==> src/rtl/sgp_pkg.sv <==
// Shared definitions for the LSB extractor: lsb_sel encodings, FSM states
// and the per-setting bit count / pixels-per-byte / mask lookup.
package sgp_pkg;

    typedef enum logic [1:0] {
        LSB_1   = 2'd0,
        LSB_2   = 2'd1,
        LSB_4   = 2'd2,
        LSB_RSV = 2'd3
    } lsb_sel_t;

    typedef enum logic [2:0] {
        IDLE    = 3'd0,
        FETCH   = 3'd1,
        CAPTURE = 3'd2,
        PUSH    = 3'd3,
        DONE    = 3'd4
    } state_t;

    typedef struct packed {
        logic [2:0] bits;   // k, bits taken from each pixel
        logic [3:0] ppb;    // pixels per secret byte, 8/k
        logic [7:0] mask;   // low-k-bit mask applied to each pixel
    } lsb_cfg_t;

    // The reserved encoding behaves exactly like one bit per pixel.
    function automatic lsb_cfg_t lsb_cfg(input logic [1:0] sel);
        lsb_cfg_t cfg;
        case (sel)
            LSB_2:   cfg = '{bits: 3'd2, ppb: 4'd4, mask: 8'h03};
            LSB_4:   cfg = '{bits: 3'd4, ppb: 4'd2, mask: 8'h0F};
            default: cfg = '{bits: 3'd1, ppb: 4'd8, mask: 8'h01};
        endcase
        return cfg;
    endfunction

endpackage

==> src/rtl/sgp_extract_if.sv <==
// FIFO-side bundle of the extractor: image FIFO read port and output FIFO
// write port. master = extractor, slave = FIFO wrapper.
interface sgp_extract_if #(
    parameter int FF_WIDTH = 8
) ();

    logic                ff_image_empty;
    logic [FF_WIDTH-1:0] ff_rdimage;
    logic                ff_image_rden;
    logic                ff_out_full;
    logic [FF_WIDTH-1:0] ff_out_wrdata;
    logic                ff_out_wren;

    modport master (
        input  ff_image_empty,
        input  ff_rdimage,
        input  ff_out_full,
        output ff_image_rden,
        output ff_out_wrdata,
        output ff_out_wren
    );

    modport slave (
        output ff_image_empty,
        output ff_rdimage,
        output ff_out_full,
        input  ff_image_rden,
        input  ff_out_wrdata,
        input  ff_out_wren
    );

endinterface

==> src/rtl/sgp_bit_packer.sv <==
// Shift register plus pixel counter: appends the low k bits of each loaded
// pixel so the first pixel of a byte ends up in the MSBs.
module sgp_bit_packer
    import sgp_pkg::*;
#(
    parameter int W = 8
) (
    input  logic         clk,
    input  logic         rst,
    input  logic         clr,
    input  logic         load,
    input  logic [1:0]   k,
    input  logic [W-1:0] pixel,
    output logic [W-1:0] byte_out,
    output logic         byte_done
);

    lsb_cfg_t     cfg;
    logic [W-1:0] mask_ext;
    logic [W-1:0] pix_masked;
    logic [W-1:0] shift_reg;
    logic [W-1:0] shift_next;
    logic [3:0]   cnt_reg;
    logic [3:0]   cnt_next;

    assign cfg      = lsb_cfg(k);
    assign mask_ext = W'(cfg.mask);

    generate
        for (genvar gi = 0; gi < W; gi++) begin : g_mask
            assign pix_masked[gi] = pixel[gi] & mask_ext[gi];
        end
    endgenerate

    assign shift_next = (shift_reg << cfg.bits) | pix_masked;

    // High while the counter sits on the last pixel slot: the next load
    // completes the byte.
    assign byte_done = (cnt_reg == (cfg.ppb - 4'd1));
    assign cnt_next  = byte_done ? 4'd0 : cnt_reg + 4'd1;

    always_ff @(posedge clk) begin
        if (rst || clr) begin
            shift_reg <= '0;
            cnt_reg   <= '0;
        end else if (load) begin
            shift_reg <= shift_next;
            cnt_reg   <= cnt_next;
        end
    end

    assign byte_out = shift_reg;

endmodule

==> src/rtl/sgp_extract.sv <==
// LSB extractor: pops stego pixels, packs their k low bits MSB-first into
// secret bytes and pushes msg_size bytes into the output FIFO.
module sgp_extract
    import sgp_pkg::*;
#(
    parameter int FF_WIDTH  = 8,
    parameter int REG_WIDTH = 32
) (
    input  logic                 clk,
    input  logic                 rst,
    input  logic                 start,
    input  logic [1:0]           lsb_sel,
    input  logic [REG_WIDTH-1:0] msg_size,
    sgp_extract_if.master        fifo,
    output logic                 busy,
    output logic                 finish,
    output logic [REG_WIDTH-1:0] byte_count
);

    state_t               state_reg;
    logic                 start_d_reg;
    logic [1:0]           k_reg;
    logic [REG_WIDTH-1:0] size_reg;
    logic [REG_WIDTH-1:0] count_reg;
    logic [REG_WIDTH-1:0] count_next;
    logic                 rden_reg;
    logic                 wren_reg;
    logic [FF_WIDTH-1:0]  wrdata_reg;
    logic                 busy_reg;
    logic                 finish_reg;

    logic                 launch;
    logic                 pack_clr;
    logic                 pack_load;
    logic [FF_WIDTH-1:0]  pack_byte;
    logic                 pack_last;

    assign launch     = start & ~start_d_reg;
    assign count_next = count_reg + REG_WIDTH'(1);
    assign pack_clr   = (state_reg == IDLE) && launch;
    assign pack_load  = (state_reg == CAPTURE);

    sgp_bit_packer #(
        .W (FF_WIDTH)
    ) u_packer (
        .clk       (clk),
        .rst       (rst),
        .clr       (pack_clr),
        .load      (pack_load),
        .k         (k_reg),
        .pixel     (fifo.ff_rdimage),
        .byte_out  (pack_byte),
        .byte_done (pack_last)
    );

    // rden is registered one edge ahead: the pop request is armed on the edge
    // entering FETCH (when the FIFO is seen non-empty) so the pop itself lands
    // on the edge leaving FETCH and the data is valid during CAPTURE. Only
    // this block pops, so a non-empty FIFO cannot drain underneath the request.
    always_ff @(posedge clk) begin
        if (rst) begin
            state_reg   <= IDLE;
            start_d_reg <= 1'b0;
            k_reg       <= LSB_1;
            size_reg    <= '0;
            count_reg   <= '0;
            rden_reg    <= 1'b0;
            wren_reg    <= 1'b0;
            wrdata_reg  <= '0;
            busy_reg    <= 1'b0;
            finish_reg  <= 1'b0;
        end else begin
            start_d_reg <= start;
            rden_reg    <= 1'b0;
            wren_reg    <= 1'b0;
            case (state_reg)
                IDLE: begin
                    finish_reg <= 1'b0;
                    if (launch) begin
                        k_reg     <= lsb_sel;
                        size_reg  <= msg_size;
                        count_reg <= '0;
                        busy_reg  <= 1'b1;
                        if (msg_size == '0) begin
                            state_reg <= DONE;
                        end else begin
                            state_reg <= FETCH;
                            rden_reg  <= ~fifo.ff_image_empty;
                        end
                    end
                end
                FETCH: begin
                    if (rden_reg) begin
                        state_reg <= CAPTURE;
                    end else begin
                        rden_reg <= ~fifo.ff_image_empty;
                    end
                end
                CAPTURE: begin
                    if (pack_last) begin
                        state_reg <= PUSH;
                    end else begin
                        state_reg <= FETCH;
                        rden_reg  <= ~fifo.ff_image_empty;
                    end
                end
                PUSH: begin
                    if (!fifo.ff_out_full) begin
                        wren_reg   <= 1'b1;
                        wrdata_reg <= pack_byte;
                        count_reg  <= count_next;
                        if (count_next == size_reg) begin
                            state_reg <= DONE;
                        end else begin
                            state_reg <= FETCH;
                            rden_reg  <= ~fifo.ff_image_empty;
                        end
                    end
                end
                DONE: begin
                    busy_reg <= 1'b0;
                    // finish is shown for at least one cycle even if start
                    // has already dropped, then held until start is low.
                    if (!finish_reg) begin
                        finish_reg <= 1'b1;
                    end else if (!start) begin
                        finish_reg <= 1'b0;
                        state_reg  <= IDLE;
                    end
                end
                default: begin
                    state_reg <= IDLE;
                end
            endcase
        end
    end

    assign fifo.ff_image_rden = rden_reg;
    assign fifo.ff_out_wren   = wren_reg;
    assign fifo.ff_out_wrdata = wrdata_reg;
    assign busy               = busy_reg;
    assign finish             = finish_reg;
    assign byte_count         = count_reg;

endmodule

==> src/flat_wrapper.sv <==
// flat-port wrapper written by rule: the top's interface ports become plain ports
module sgp_extract_flat import sgp_pkg::*;
#(
    parameter int FF_WIDTH  = 8,
    parameter int REG_WIDTH = 32
)
  (clk, rst, start, lsb_sel, msg_size, busy, finish, byte_count, fifo_ff_image_empty, fifo_ff_rdimage, fifo_ff_out_full, fifo_ff_image_rden, fifo_ff_out_wrdata, fifo_ff_out_wren);
  sgp_extract_if #(.FF_WIDTH(FF_WIDTH)) fifo_i ();
  input  logic clk;
  input  logic rst;
  input  logic start;
  input  logic [1:0] lsb_sel;
  input  logic [REG_WIDTH-1:0] msg_size;
  output logic busy;
  output logic finish;
  output logic [REG_WIDTH-1:0] byte_count;
  input wire logic [$bits(fifo_i.ff_image_empty)-1:0] fifo_ff_image_empty;
  input wire logic [$bits(fifo_i.ff_rdimage)-1:0] fifo_ff_rdimage;
  input wire logic [$bits(fifo_i.ff_out_full)-1:0] fifo_ff_out_full;
  output wire logic [$bits(fifo_i.ff_image_rden)-1:0] fifo_ff_image_rden;
  output wire logic [$bits(fifo_i.ff_out_wrdata)-1:0] fifo_ff_out_wrdata;
  output wire logic [$bits(fifo_i.ff_out_wren)-1:0] fifo_ff_out_wren;
  assign fifo_i.ff_image_empty = fifo_ff_image_empty;
  assign fifo_i.ff_rdimage = fifo_ff_rdimage;
  assign fifo_i.ff_out_full = fifo_ff_out_full;
  assign fifo_ff_image_rden = fifo_i.ff_image_rden;
  assign fifo_ff_out_wrdata = fifo_i.ff_out_wrdata;
  assign fifo_ff_out_wren = fifo_i.ff_out_wren;
  sgp_extract #(.FF_WIDTH(FF_WIDTH), .REG_WIDTH(REG_WIDTH)) u_core (.clk(clk), .rst(rst), .start(start), .lsb_sel(lsb_sel), .msg_size(msg_size), .fifo(fifo_i), .busy(busy), .finish(finish), .byte_count(byte_count));
endmodule
==> config.mk <==
export PLATFORM = sky130hd
export DESIGN_NAME = sgp_extract_flat
export DESIGN_NICKNAME = d
export VERILOG_FILES = /design/src/rtl/sgp_pkg.sv /design/src/rtl/sgp_extract_if.sv /design/src/rtl/sgp_bit_packer.sv /design/src/rtl/sgp_extract.sv /design/src/flat_wrapper.sv
export SDC_FILE = /design/constraint.sdc
export NUM_CORES = 1
export LEC_CHECK = 0
export BUFFER_PORTS_ARGS = -buffer_cell sky130_fd_sc_hd__buf_4
export CAP_MARGIN = 0
export CORE_MARGIN = 8
export CORE_UTILIZATION = 50
export CTS_CLUSTER_DIAMETER = 200
export DETAILED_ROUTE_END_ITERATION = 12
export GPL_ROUTABILITY_DRIVEN = 0
export PLACE_DENSITY_LB_ADDON = 0.12
export SETUP_SLACK_MARGIN = 0.05
export SYNTH_ARGS = -nofsm -noshare
export SYNTH_HDL_FRONTEND = slang
export SYNTH_SLANG_ARGS = --single-unit
export TNS_END_PERCENT = 20
==> constraint.sdc <==
create_clock -name clk -period 3.45 [get_ports clk]
set_input_delay 0.69 -clock clk [delete_from_list [all_inputs] [get_ports clk]]
set_output_delay 0.69 -clock clk [all_outputs]
set_load 0.03 [all_outputs]
After elaboration in Yosys (flattened, before gate mapping)
Index checks and enable logic that the tools add are counted.
{"block": "classes", "add_sub_neg": 3, "n_eq_ne": 13, "n_reduce_logical": 12, "bitwise_logic": 14, "mux": 27, "shift": 1}
{"op": "$mux W32", "n": 2}
{"op": "$pmux W32 S2", "n": 1}
{"op": "$add A32 B1 Y32 const B", "n": 1}
{"op": "$eq A32 B32 Y1", "n": 1}
{"op": "$logic_not A32 Y1", "n": 1}
{"op": "$pmux W15 S2", "n": 1}
{"op": "$mux W3", "n": 7}
{"op": "$pmux W3 S5", "n": 1}
{"op": "$mux W1", "n": 10}
{"op": "$and A1 B1 Y1", "n": 9}
{"op": "$or A8 B8 Y8", "n": 1}
{"op": "$shl A8 B3 Y8", "n": 1}
{"op": "$eq A3 B2 Y1 const B", "n": 2}
{"op": "$ne A2 B1 Y1 const B", "n": 3}
{"op": "$reduce_and A2 Y1", "n": 3}
{"op": "$reduce_and A5 Y1", "n": 1}
{"op": "$add A4 B1 Y4 const B", "n": 1}
{"op": "$eq A4 B4 Y1", "n": 1}
{"op": "$mux W4", "n": 1}
{"op": "$ne A2 B2 Y1 const B", "n": 2}
{"op": "$not A1 Y1", "n": 4}
{"op": "$pmux W1 S2", "n": 2}
{"op": "$pmux W1 S4", "n": 1}
{"op": "$reduce_bool A2 Y1", "n": 2}
{"op": "11 further kinds", "n": 11}
{"block": "totals", "reg_bits": 94, "output_inout_bits": 44}

Depth between registers and ports, before layout
{"block": "depth", "ltp_word": 6, "ltp_mapped": 10}

Modules after synthesis
Synthesis repeated with hierarchy kept, for this count alone.
{"block": "hier_totals", "cells_unflattened": 657, "area_unflattened_um2": 5250.0}
{"module": "sgp_extract", "area_each_um2": 4489.3, "n_inst": 1, "cells_per_inst": 571}
{"module": "sgp_bit_packer", "area_each_um2": 760.7, "n_inst": 1, "cells_per_inst": 86}

Worst setup path before layout
OpenSTA, ideal clock, no wires.
{"block": "synth_path", "path_kind": "reg2reg", "startpoint": "register u_core.count_reg[0] (netlist: u_core.byte_count[0])", "endpoint": "register u_core.rden_reg (netlist: u_core.fifo.ff_image_rden)", "setup_ns": 0.125, "arrival_time_ns": 2.741, "path_stages_with_launch": 10, "path_slack_ns": 0.585, "period_less_slack_ns": 2.865, "n_path_buf": 1, "cell_sequence": "dfxtp_1 -> ha_1 -> buf_2 -> nand4_2 -> or3_1 -> xnor2_1 -> o2111ai_1 -> or4_4 -> nor4_4 -> o21ai_1"}
{"block": "synth_via", "elab_chain_cells": 5}
{"item": "start, declared", "line_no": "sgp_extract.sv:24", "text": "logic [REG_WIDTH-1:0] count_reg;"}
{"item": "start signal, assigned", "line_no": "sgp_extract.sv:111", "text": "count_reg <= count_next;"}
{"item": "$add A32 B1 Y32", "line_no": "sgp_extract.sv:39", "text": "assign count_next = count_reg + REG_WIDTH'(1);"}
{"item": "$eq A32 B32 Y1", "line_no": "sgp_extract.sv:112", "text": "if (count_next == size_reg) begin"}
{"item": "$mux W1", "line_no": "sgp_extract.sv:112"}
{"item": "$mux W1", "line_no": "sgp_extract.sv:108", "text": "if (!fifo.ff_out_full) begin"}
{"item": "$pmux W1 S4", "line_no": "sgp_extract.sv:76", "text": "case (state_reg)"}
{"item": "end signal, assigned", "line_no": "sgp_extract.sv:88", "text": "rden_reg <= ~fifo.ff_image_empty;"}
{"item": "end signal, assigned", "line_no": "sgp_extract.sv:104", "text": "rden_reg <= ~fifo.ff_image_empty;"}
{"item": "end signal, assigned", "line_no": "sgp_extract.sv:116", "text": "rden_reg <= ~fifo.ff_image_empty;"}
{"item": "end, declared", "line_no": "sgp_extract.sv:26", "text": "logic rden_reg;"}
Every way passes these cells.
A chain may end at the register's enable or synchronous reset.

Worst setup path after layout
{"block": "layout_path", "startpoint": "register u_core.count_reg[0] (netlist: u_core.byte_count[0])", "endpoint": "register u_core.state_reg[2]"}
{"block": "layout_via", "elab_chain_cells": 5}
{"item": "$add A32 B1 Y32", "line_no": "sgp_extract.sv:39"}
{"item": "$eq A32 B32 Y1", "line_no": "sgp_extract.sv:112"}
{"item": "$mux W3", "line_no": "sgp_extract.sv:112"}
{"item": "$mux W3", "line_no": "sgp_extract.sv:108"}
{"item": "$pmux W3 S5", "line_no": "sgp_extract.sv:76"}
{"item": "end signal, assigned", "line_no": "sgp_extract.sv:85", "text": "state_reg <= DONE;"}
{"item": "end signal, assigned", "line_no": "sgp_extract.sv:113", "text": "state_reg <= DONE;"}
{"item": "end signal, assigned", "line_no": "sgp_extract.sv:115", "text": "state_reg <= FETCH;"}
{"item": "end, declared", "line_no": "sgp_extract.sv:20", "text": "state_t state_reg;"}
Every way passes these cells. The select of a mux whose other input is x is not followed.

==> run_results.csv <==
group,metric,value,unit
status,outcome,"finished, final reports clean",
synth,synth_cell_type_count,61,
global_routing,grt_pass1_vias,4936,
synth,synthCells,720,
floorplanning,die_y,120,µm
synth,syn_avg_cell_area,7.45,µm²
synth,synthFlopType,"dfxtp_1",
clocking,cts_tree,"done",
cells_and_area,multiInputGateArea,3210,µm²
setup_path,path_class,"reg2reg",
setup_path,critPathLaunch,"u_core.byte_count[0]",
timing,fmax,0.321,GHz
worst_hold_path,hold_start,"u_core.fifo.ff_out_wrdata[5]",
setup_path,cp.arrival,3420,ps
floorplanning,dieWidth,120,µm
worst_hold_path,hp-class,"reg2reg",
synth,syn_nets,771,
floorplanning,die_area,14300,µm²
setup_path,cp_max_fo,8,
synth,yosysTopAreaCell,"dfxtp_1",
timing,final.min_clock_period,3120,ps
clocking,clock_latency,370,ps
clocking,cts_root_buffer,"clkbuf_8",
routing,drt-vias-per-instance,5.87,
clocking,post-cts-setup-buffer-count,0,
synth,yosys-top-cells-area,"dfxtp_1 35%, nand2_1 9.8%, a21oi_1 8.0%",
routing,drt_pre_antenna_iters,5,
timing,finClkSkew,10.9,ps
routing,antenna_left,0,
placement,dp_slack,377,ps
synth,synth_warnings,0,
clocking,cts_buffers,9,
timing,setup_tns,0,ps
cells_and_area,fillers,1000,
timing,rsz0062_at_grt,"no",
global_routing,grt_pass1_wl,24400,µm
setup_path,r2r-start,"u_core.byte_count[0]",
setup_path,cp.required,3750,ps
routing,vias,5396,
synth,synth_edf_count,0,
cells_and_area,antenna_cells,0,
clocking,cts.sinks,94,
global_routing,grt_max_degree,45,
routing,wire_per_inst,16.6,µm
global_routing,grt_usage,20.4,%
clocking,cts.reportedPaths.clkPinSlew,100,ps
routing,drc,0,
clocking,hold_buffers,0,
timing,slew_headroom,35.6,%
synth,async_reset_ff_share,0,%
routing,drtIter0Drc,376,
timing,slew_violations,0,
floorplanning,pin_count,91,
placement,post-dp-hpwl,10600,µm
timing,final_hold_viol_count,0,
synth,synth_area,5370,µm²
placement,io_buffers,86,
cells_and_area,ff_latch_area,1880,µm²
pwr,power_density,378,nW/µm²
timing,period_share,90.4,%
pwr,peakVddDrop,184,µV
floorplanning,start_util,50.4,%
global_routing,grt_overflow,0,
cells_and_area,fin_nets,826,
floorplanning,coreArea,10700,µm²
floorplanning,fp-row-count,38,
run,drv_cap,0,
synth,synth_top_cell_area_share,35.1,%
global_routing,grt_antenna_before_repair,0,
cells_and_area,synthToLayoutAreaGrowth,18.1,%
timing,worst_pin_slew,962,ps
cells_and_area,drive_gt1_share,17.4,%
routing,wl,15300,µm
setup_path,cp-end-kind,"flop",
clocking,clock_path_buffers,2,
synth,synth_seq_cells,94,
clocking,htreeDepth,3,
pwr,leakage,2.32,nW
clocking,cts-resized-gates,0,
timing,finalSetupViolations,0,
synth,seq_area_frac_synth,35.1,%
setup_path,crit_path_start_kind,"flop",
timing,setup_ws,330,ps
[metrics by stage]
stage	cells	total power [mW]	utilization (%)	area (µm²)	hold slack, ps
after floorplan	720	1.34	-	5370	432
after global placement	904	1.43	57.0	6070	443
after detailed placement	904	1.44	57.0	6070	448
after CTS	920	2.40	59.5	6340	461
after global routing	920	2.48	59.5	6340	485
final	920	2.39	59.5	6340	460
[cells in the mapped netlist, types with 16 or more instances]
cell type	instances
o21ai_0	31
a21oi_1	86
nand3_1	17
clkbuf_1	43
nor2_1	54
xnor2_1	27
nor4_1	16
nor3_1	20
dfxtp_1	94
nand2_1	140
[worst max-delay path, cell delays in order (launching register included)]
cell and delay (ps):
dfxtp_1 470, ha_1 360, nand4_2 330, or3_1 480
xnor2_1 210, o2111ai_1 150, or4_4 520, nor4_4 380
o2bb2ai_1 160
[layout by cell type, fill, tap and decap left out, drive strengths merged, types with 3 or more instances in the layout]
cell	n
nor2b	4
o22ai	4
mux2i	5
o21ai	32
nand4	16
inv	15
xor2	13
a41oi	5
bufinv	4
mux2	3
nor2	54
or3	6
buf	100
and3	4
nand4b	3
nand2	140
a21oi	86
nor4	18
dfxtp	94
a311oi	9
a22oi	5
nand2b	9
a31oi	8
o211ai	9
nand3	20
ha	4
o2111ai	3
xnor2	27
a211oi	5
o211a	4
or4	3
nor3	21
and4	7
clkbuf	9
or2	3
[where the power goes]
| part | total (mW) | leakage [nW] | switching, mW | internal [mW] |
|---|---|---|---|---|
| logic | 0.276 | 1.42 | 0.163 | 0.112 |
| clock network | 0.975 | 0.134 | 0.417 | 0.559 |
| registers | 1.14 | 0.762 | 0.0270 | 1.11 |
| total | 2.39 | 2.32 | 0.607 | 1.79 |
[layout make-up]
cell class,count,share of cell area [%]
timing repair buffer,100,11.8
multi-input combinational,557,50.7
tap,140,2.76
clock inverter,7,2.25
sequential,94,29.7
inverter,13,0.770
clock buffer,9,1.95
[kinds of logic (layout without fill, tap and decap cells)]
logic type	after synthesis	in the layout	synth area share (%)
mux	8	8	1.56
xor+xnor	40	40	6.53
buf+inv	69	129	5.22
compound gates	189	189	21.7
fa+ha+maj	4	4	0.933
simple gates	316	316	29.0
flops	94	94	35.1
[worst paths after layout]
check	end	slack (ps)	cells past startpoint
max	u_core.state_reg[2]	330	8
min	u_core.fifo.ff_out_wrdata[5]	460	2
max reg2reg	u_core.state_reg[2]	330	8
min reg2reg	u_core.fifo.ff_out_wrdata[5]	460	2
[metal layers]
layer,routed length (µm),up-vias,track usage [%]
li1,-,2678,-
met1,6680,2511,26.4
met2,7260,190,33.1
met3,1130,17,4.88
met4,186,0,5.78
met5,0,-,0
Power figures use the tool's default switching activity.
